File: src/rtl/split_reg_pkg.sv
`default_nettype none
// ============================================================================
// Module      : split_reg_pkg
// Description : Shared types, defaults and field-width helpers for split_reg.
// Revision    : 1.0
// ============================================================================
package split_reg_pkg;

    typedef enum logic [1:0] {
        ST_IDLE = 2'd0,
        ST_WAIT = 2'd1,
        ST_RESP = 2'd2
    } state_e;

    localparam logic [31:0] DEFAULT_ERR_DATA = 32'hDEADBEEF;

    function automatic int sel_width(input int n_slaves);
        return (n_slaves > 1) ? $clog2(n_slaves) : 1;
    endfunction

    // Request word is {valid, address, wdata, wstrb}, MSB first.
    function automatic int req_width(input int addr_w, input int data_w);
        return 1 + addr_w + data_w + data_w / 8;
    endfunction

    // Response word is {rdata, ready}, ready in bit 0.
    function automatic int resp_width(input int data_w);
        return data_w + 1;
    endfunction

endpackage
`default_nettype wire

File: src/rtl/split_timer.sv
`default_nettype none
// ============================================================================
// Module      : split_timer
// Description : Up-counter that flags expiry on its TIMEOUT-th enabled cycle.
// Revision    : 1.0
// ============================================================================
module split_timer
    import split_reg_pkg::*;
#(
    parameter int TIMEOUT = 1024
) (
    input  logic clk,
    input  logic rst,
    input  logic clear,
    input  logic enable,
    output logic expired
);

    localparam int CNT_W = (TIMEOUT > 1) ? $clog2(TIMEOUT) : 1;

    logic [CNT_W-1:0] r_count;

    always_ff @(posedge clk) begin
        if (rst || clear) begin
            r_count <= '0;
        end else if (enable) begin
            r_count <= r_count + 1'b1;
        end
    end

    // Expiry is qualified by enable so a same-cycle ready always wins.
    generate
        if (TIMEOUT > 0) begin : g_timeout_on
            localparam logic [CNT_W-1:0] LAST = CNT_W'(TIMEOUT - 1);
            assign expired = enable && (r_count == LAST);
        end else begin : g_timeout_off
            assign expired = 1'b0;
        end
    endgenerate

endmodule
`default_nettype wire

File: src/rtl/split_reg.sv
`default_nettype none
// ============================================================================
// Module      : split_reg
// Description : Registered 1-to-N native-bus splitter with per-transaction
//               timeout, decode-error response and sticky error flag.
// Revision    : 1.0
// ============================================================================
module split_reg
    import split_reg_pkg::*;
#(
    parameter int ADDR_W   = 32,
    parameter int DATA_W   = 32,
    parameter int N_SLAVES = 4,
    parameter int P_SLAVES = ADDR_W - 2,
    parameter int TIMEOUT  = 1024,
    parameter logic [DATA_W-1:0] ERR_DATA = DATA_W'(DEFAULT_ERR_DATA),
    localparam int SEL_W  = sel_width(N_SLAVES),
    localparam int REQ_W  = req_width(ADDR_W, DATA_W),
    localparam int RESP_W = resp_width(DATA_W)
) (
    input  logic                         clk,
    input  logic                         rst,
    input  logic [REQ_W-1:0]             m_req,
    output logic [RESP_W-1:0]            m_resp,
    output logic [N_SLAVES*REQ_W-1:0]    s_req,
    input  logic [N_SLAVES*RESP_W-1:0]   s_resp,
    output logic                         err,
    output logic [SEL_W-1:0]             err_sel,
    input  logic                         err_clr
);

    localparam int STRB_W = DATA_W / 8;
    localparam int N_PAD  = 1 << SEL_W;

    logic                w_m_valid;
    logic [ADDR_W-1:0]   w_m_addr;
    logic [DATA_W-1:0]   w_m_wdata;
    logic [STRB_W-1:0]   w_m_wstrb;
    logic [SEL_W-1:0]    w_m_sel;
    logic                w_in_range;

    assign w_m_valid  = m_req[REQ_W-1];
    assign w_m_addr   = m_req[REQ_W-2 -: ADDR_W];
    assign w_m_wdata  = m_req[STRB_W +: DATA_W];
    assign w_m_wstrb  = m_req[0 +: STRB_W];
    assign w_m_sel    = w_m_addr[P_SLAVES -: SEL_W];
    assign w_in_range = (32'(w_m_sel) < N_SLAVES);

    state_e              r_state;
    logic                r_s_valid;
    logic [SEL_W-1:0]    r_sel;
    logic [ADDR_W-1:0]   r_addr;
    logic [DATA_W-1:0]   r_wdata;
    logic [STRB_W-1:0]   r_wstrb;
    logic [RESP_W-1:0]   r_m_resp;
    logic                r_err;
    logic [SEL_W-1:0]    r_err_sel;

    // Unused select codes map to padding slots that never answer.
    logic [N_PAD-1:0]    w_slv_ready;
    logic [DATA_W-1:0]   w_slv_rdata [N_PAD];
    logic                w_sel_ready;
    logic [DATA_W-1:0]   w_sel_rdata;

    generate
        for (genvar i = 0; i < N_PAD; i++) begin : g_resp
            if (i < N_SLAVES) begin : g_real
                assign w_slv_ready[i] = s_resp[i*RESP_W];
                assign w_slv_rdata[i] = s_resp[i*RESP_W + 1 +: DATA_W];
            end else begin : g_pad
                assign w_slv_ready[i] = 1'b0;
                assign w_slv_rdata[i] = '0;
            end
        end
    endgenerate

    assign w_sel_ready = w_slv_ready[r_sel];
    assign w_sel_rdata = w_slv_rdata[r_sel];

    logic [REQ_W-1:0] w_req_word;
    assign w_req_word = {r_s_valid, r_addr, r_wdata, r_wstrb};

    generate
        for (genvar i = 0; i < N_SLAVES; i++) begin : g_sreq
            assign s_req[i*REQ_W +: REQ_W] =
                (r_s_valid && (r_sel == SEL_W'(i))) ? w_req_word : '0;
        end
    endgenerate

    logic w_tmr_clear;
    logic w_tmr_en;
    logic w_expired;

    assign w_tmr_clear = (r_state != ST_WAIT);
    assign w_tmr_en    = (r_state == ST_WAIT) && !w_sel_ready;

    split_timer #(
        .TIMEOUT (TIMEOUT)
    ) u_timer (
        .clk     (clk),
        .rst     (rst),
        .clear   (w_tmr_clear),
        .enable  (w_tmr_en),
        .expired (w_expired)
    );

    always_ff @(posedge clk) begin
        if (rst) begin
            r_state   <= ST_IDLE;
            r_s_valid <= 1'b0;
            r_sel     <= '0;
            r_addr    <= '0;
            r_wdata   <= '0;
            r_wstrb   <= '0;
            r_m_resp  <= '0;
            r_err     <= 1'b0;
            r_err_sel <= '0;
        end else begin
            r_m_resp <= '0;
            // A new error later in this block overrides the clear.
            if (err_clr) begin
                r_err <= 1'b0;
            end
            case (r_state)
                ST_IDLE: begin
                    if (w_m_valid) begin
                        if (w_in_range) begin
                            r_sel     <= w_m_sel;
                            r_addr    <= w_m_addr;
                            r_wdata   <= w_m_wdata;
                            r_wstrb   <= w_m_wstrb;
                            r_s_valid <= 1'b1;
                            r_state   <= ST_WAIT;
                        end else begin
                            r_m_resp  <= {ERR_DATA, 1'b1};
                            r_err     <= 1'b1;
                            r_err_sel <= w_m_sel;
                            r_state   <= ST_RESP;
                        end
                    end
                end
                ST_WAIT: begin
                    if (w_sel_ready) begin
                        r_s_valid <= 1'b0;
                        r_m_resp  <= {w_sel_rdata, 1'b1};
                        r_state   <= ST_RESP;
                    end else if (w_expired) begin
                        r_s_valid <= 1'b0;
                        r_m_resp  <= {ERR_DATA, 1'b1};
                        r_err     <= 1'b1;
                        r_err_sel <= r_sel;
                        r_state   <= ST_RESP;
                    end
                end
                ST_RESP: begin
                    r_state <= ST_IDLE;
                end
                default: begin
                    r_state <= ST_IDLE;
                end
            endcase
        end
    end

    assign m_resp  = r_m_resp;
    assign err     = r_err;
    assign err_sel = r_err_sel;

endmodule
`default_nettype wire

File: config.mk
export PLATFORM = sky130hd
export DESIGN_NAME = split_reg
export DESIGN_NICKNAME = d
export VERILOG_FILES = /design/src/rtl/split_reg_pkg.sv /design/src/rtl/split_timer.sv /design/src/rtl/split_reg.sv
export SDC_FILE = /design/constraint.sdc
export NUM_CORES = 1
export LEC_CHECK = 0
export BUFFER_PORTS_ARGS = -buffer_cell sky130_fd_sc_hd__buf_2
export CAP_MARGIN = 20
export CORE_AREA = 2 2 203 205
export DETAILED_ROUTE_END_ITERATION = 8
export DIE_AREA = 0 0 205 207
export GPL_ROUTABILITY_DRIVEN = 0
export PLACE_DENSITY = 0.37
export SLEW_MARGIN = 20
export SYNTH_ARGS = -nofsm -noshare
export SYNTH_HDL_FRONTEND = slang
export SYNTH_SLANG_ARGS = --single-unit
File: constraint.sdc
create_clock -name clk -period 2.3 [get_ports clk]
set_clock_uncertainty 0.05 [all_clocks]
set_input_delay 0 -clock clk [delete_from_list [all_inputs] [get_ports clk]]
set_output_delay 0 -clock clk [all_outputs]
set_load 0.005 [all_outputs]
; ---- Word level (Yosys, flattened, before mapping)
; Cells that the tools add are included.
[totals]
register_bits = 119
in_bits = 204
output_inout_bits = 312
word_cells = 63
[classes]
n_addsub = 1
magnitude_cmp = 2
n_eq_ne = 8
n_mux = 23
bitwise = 3
reduce_logical = 16
[ops]
columns = operator, count
row1 = $mux W69, 4
row2 = $mux W33, 2
row3 = $bmux W32 S2, 1
row4 = $mux W32, 2
row5 = $add A10 B1 Y10 const B, 1
row6 = $eq A10 B10 Y1 const B, 1
row7 = $mux W1, 8
row8 = $logic_and A1 B1 Y1, 6
row9 = $mux W2, 3
row10 = $reduce_and A3 Y1, 2
row11 = $eq A2 B1 Y1 const B, 2
row12 = $eq A2 B2 Y1 const B, 2
row13 = $logic_not A2 Y1, 2
row14 = $pmux W2 S2, 1
row15 = $reduce_and A2 Y1, 2
row16 = $ge A3 B3 Y1 const B, 1
row17 = $lt A2 B3 Y1 const B, 1
row18 = $ne A3 B2 Y1 const B, 1
row19 = $not A2 Y3, 1
row20 = $bmux W1 S2, 1
row21 = $ne A2 B1 Y1 const B, 1
row22 = $ne A2 B2 Y1 const B, 1
row23 = $not A1 Y1, 2
row24 = $pmux W1 S2, 1
row25 = 4 further kinds, 4

; ---- Logic depth before layout (Yosys ltp)
[logic_depth]
depth_word = 8
depth_mapped = 7
depth_no_buf = 5

; ---- Modules after synthesis
; A second synthesis with hierarchy kept.
[hier_totals]
hier_cells = 824
hier_area_um2 = 6754.0
[by_module_without_submodules]
columns = mod, n_inst, cells_per_inst, area_per_inst_um2, seq_area_each_um2
row1 = split_reg, 1, 772, 6273.5, 2142.1
row2 = split_timer, 1, 52, 480.5, 200.2

; ---- Least setup slack after synthesis
; OpenSTA, ideal clock, no wires.
[synth_timing]
path_type = register to register
startpoint = register r_sel[0]
endpoint = register u_timer.r_count[5]
t_arrival_ns = 1.551
required_ns = 2.176
slack_ns = 0.624
stages_incl_launch_ff = 7
path_buffers = 2
period_less_slack_ns = 1.676
path_cell_list = dfxtp_1 > buf_6 > mux2i_4 > a22oi_4 > buf_6 > or4_1 > a21oi_1
[synth_between]
elab_chain_cells = 4
[synth_lines]
columns = element, line
row1 = from (decl), split_reg.sv:51  ; logic [SEL_W-1:0] r_sel;
row2 = from (signal assigned), split_reg.sv:128  ; r_sel <= w_m_sel;
row3 = $bmux W1 S2, split_reg.sv:77  ; assign w_sel_ready = w_slv_ready[r_sel];
row4 = $mux W1 (implied by the code), split_reg.sv:77
row5 = $logic_not A1 Y1, split_reg.sv:95  ; assign w_tmr_en = (r_state == ST_WAIT) && !w_sel_ready;
row6 = $logic_and A1 B1 Y1, split_reg.sv:95
row7 = to (signal assigned), split_timer.sv:27  ; r_count <= r_count + 1'b1;
row8 = to (decl), split_timer.sv:21  ; logic [CNT_W-1:0] r_count;
; No other way between the ends. The select of a mux whose other input is x is not followed.
; A chain may end at the register's enable or synchronous reset.

; ---- Worst setup path in the final report
[layout_timing]
startpoint = register r_sel[0]
endpoint = register r_m_resp[5], in the netlist m_resp[5]
[layout_between]
elab_chain_cells = 5
elab_cells_between_ends = 7
classes_between = 6 x mux / 1 x bitwise
[layout_lines]
columns = element, line
row1 = $not A2 Y3 (implied by the code), split_reg.sv:78  ; assign w_sel_rdata = w_slv_rdata[r_sel];
row2 = $bmux W32 S2, split_reg.sv:78
row3 = $mux W32 (implied by the code) (2 in a row), split_reg.sv:78
row4 = $mux W33 *, split_reg.sv:143  ; if (w_sel_ready) begin
row5 = to (signal assigned), split_reg.sv:135  ; r_m_resp <= {ERR_DATA, 1'b1};
row6 = to (signal assigned), split_reg.sv:145  ; r_m_resp <= {w_sel_rdata, 1'b1};
row7 = to (signal assigned), split_reg.sv:149  ; r_m_resp <= {ERR_DATA, 1'b1};
row8 = to (decl), split_reg.sv:55  ; logic [RESP_W-1:0] r_m_resp;
; Mark *: on every way between the ends. The rest lies on a longest branch, timed or not. The select of a mux whose other input is x is not followed.

==> results.md <==
- Clk root buf: clkbuf_16
- Synth Warn #: 0
- DR pass1 iterations: 4
- Standard-cell rows: 74
- Vias post-DR: 8015
- Synth Area in Compound Gates: 10.2%
- Most common cell after layout, fill and taps aside: buf_2
- Synth cell types: 40
- Setup_tns: 0 ns
- Xor-xnor portion of the synthesized cell area: 0.261%
- Register-to-Register Path Depth: 4
- RSZ-0062 raised after global routing: no
- Ys async rst share: 0%
- Via/cell ratio: 4.01
- Largest family of logic cells by synthesized area: simple AND/OR/NAND/NOR gates
- Leak: 6.12 nW
- Arrival time worst endpoint: 2.43 ns
- Cell area power density: 502 nW/um2
- Hold Path Sink: r_state[0]
- Final Hold Vio Count: 0
- Adder-cell share of the synthesized area: 0.186%
- Sequential area share after synthesis: 34.9%
- Crit path required time: 2.58 ns
- Clock buffer depth: 2
- Layout Area Growth over Synthesis: 81.4%
- Share of the synthesized area in the top cell type: 34.9%
- Crit-path max FO: 21
- Worst skew pair latency: 0.43 ns
- Max Clock Freq: 466 MHz
- Layout cell share with drive strength beyond 1: 41.7%
- Hold path cells: 3
- Setup Fix Bufs, Post-CTS: 0
- CP Capture Type: flop
- Hold Slack: 0.168 ns
- # DRC: 0
- First-pass GRT wire length: 46.5 mm
- Final Core Density: 30.2%
- Mux contribution to synthesized area: 11.8%
- Worst path bufs/invs: 2
- DRT iter0 DRCs: 294
- Cts bufs inserted: 17
- Synth Register Bits: 117
- Tot GR Track Use: 14.3%
- Antenna violations before repair: 7
- Hold Crit Class: in2reg
- Most frequent cells in the layout: 511 x buf_2, 264 x and2_1, 170 x dlygate4sd3_1
- Ys flop type: dfxtp_1
- Final Instance Area: 12200 um2
- Top cells by area, synth: dfxtp_1 35%, and2_1 25%, mux4_2 11%, nand2_1 7.9%, a21oi_1 5.8%
- Final nets: 1655
- CTS tree: yes
- Fin crit period: 2.15 ns
- Status: finished clean
- # setup viols final: 0
- Final-report max-slew violation count: 0
- HP Start: m_req[68]
- Power Total: 0.00611 W
- Post-Synthesis Cells: 802
- Measured slew at the worst slew-check pin: 0.914 ns
- Starting Density: 16.6%
- Gr ovfl total: 0
- Port Buffers: 511
- Syn_area_per_cell: 8.37 um2
- DIE AREA: 42400 um2
- Clock transition at path regs: 0.06 ns
- Clock sink total: 117
- Core Region: 40400 um2
- Number of H-tree levels: 4
- Die Span Y: 207 um
- Synth area leader: dfxtp_1
- Largest net degree at the start of global routing: 73
- Max Cap Viol: 0
- Cell breakdown of the critical path: buf_8, mux4_2, dlygate4sd3_1, and3_1
- Top-Level Pins: 516
- Reg2reg start: r_sel[0]
- Vias in the first global route: 7956
- Synth Area in Simple Gates: 37.4%
- Slowest cell on the critical path: dlygate4sd3_1
- Tcrit/Tclk final: 93.3%
- Crit-path leading delay family: buffers and inverters
- Post-DRT Antenna Nets: 0
- Worst R2R End: m_resp[5]
- Placed inst area: 9830 um2
- Slew headroom: 39.1%
- R2R Setup Slk: 0.15 ns
- Post-Syn Area: 6710 um2
- Worst Path Class, Setup: reg2reg
- Avg WL per Cell: 15.5 um
- Post-synth EDFFs: 0
- Slowest cell delay on critical path: 0.57 ns
- Peak supply drop: 0.000356 V
- Final WL: 30.9 mm
- Die W: 205 um
- Worst setup SP type: flop
- Dpl hpwl: 22.0 mm
-- registers in the layout, summed over array words and instances, names as in the netlist, 2 cells and up --
register and count:
m_resp 33, r_wdata 32, r_addr 31, u_timer.r_count 10
r_wstrb 4, r_state 2, err_sel 2
-- stage by stage --
| stage | instances | setup slack [ns] |
|---|---|---|
| after floorplan | 805 | 0.624 |
| after global placement | 1793 | 0.369 |
| after detailed placement | 1793 | 0.346 |
| after CTS | 1995 | 0.00973 |
| after global routing | 1999 | 0.0505 |
| final | 2000 | 0.155 |
-- worst min-delay path: stages --
cell and delay (ns):
buf_2 0.10, nand2_2 0.29, a21oi_1 0.22
-- layer usage --
layer,track usage [%],vias up,routed length (um)
met5,0,-,0
met4,6.15,0,794
met3,3.46,49,1880
met2,24.7,298,15400
met1,16.6,3728,12900
li1,-,3940,-
-- synthesized netlist by cell type (2+ instances only) --
| library cell | n |
|---|---|
| a21oi_1 | 78 |
| or4_1 | 6 |
| nand3_1 | 4 |
| nor2_1 | 7 |
| mux4_2 | 33 |
| dfxtp_1 | 117 |
| o21a_1 | 26 |
| buf_1 | 6 |
| buf_2 | 8 |
| inv_1 | 4 |
| and2_1 | 265 |
| buf_6 | 5 |
| o21ai_0 | 3 |
| clkbuf_1 | 50 |
| nand2_1 | 142 |
| nor2b_1 | 2 |
| and3b_1 | 3 |
| buf_4 | 4 |
| and3_1 | 12 |
| nand3b_1 | 2 |
| o31ai_1 | 6 |
-- power breakdown --
| part | total [W] | internal [W] | leakage [nW] | switching, W |
|---|---|---|---|---|
| combinational | 0.00106 | 0.000603 | 4.87 | 0.000461 |
| sequential | 0.00225 | 0.00213 | 0.956 | 0.000120 |
| clock | 0.00280 | 0.00178 | 0.294 | 0.00102 |
-- logic make-up after synthesis --
kind of cell,count (synthesis)
and+or+nand+nor,452
buffers and inverters,77
muxes,36
DFF,117
xor gates and xnor gates,2
adders and majority gates,1
other,1
AOI/OAI and AO/OA,116
-- final cells by class --
type,instances,area (um2)
clock buffers,20,467
multi-input cells,611,4050
well taps,532,666
flip-flops and latches,117,2350
fillers,4358,28200
inverters,4,15.0
diodes,5,12.5
clock inverters,12,153
repair buffers,699,4460
-- worst max path at each step --
stage	from	endpoint	slack [ns]	cells past startpoint
after floorplan	r_sel[0]	u_timer.r_count[5]	0.62	6
final	r_sel[0]	m_resp[5]	0.15	4
after detailed placement	r_sel[0]	m_resp[19]	0.35	4
after global routing	r_sel[0]	m_resp[4]	0.05	4
after CTS	r_sel[0]	m_resp[4]	0.01	4
after global placement	r_sel[0]	m_resp[16]	0.37	4
-- repair_timing --
item,4_1_cts,5_1_grt
gates resized for setup,1,2
hold buffers,170,0
endpoints found under the setup margin,4,25
endpoints found under the hold margin,101,0
Power figures use the tool's default switching activity.
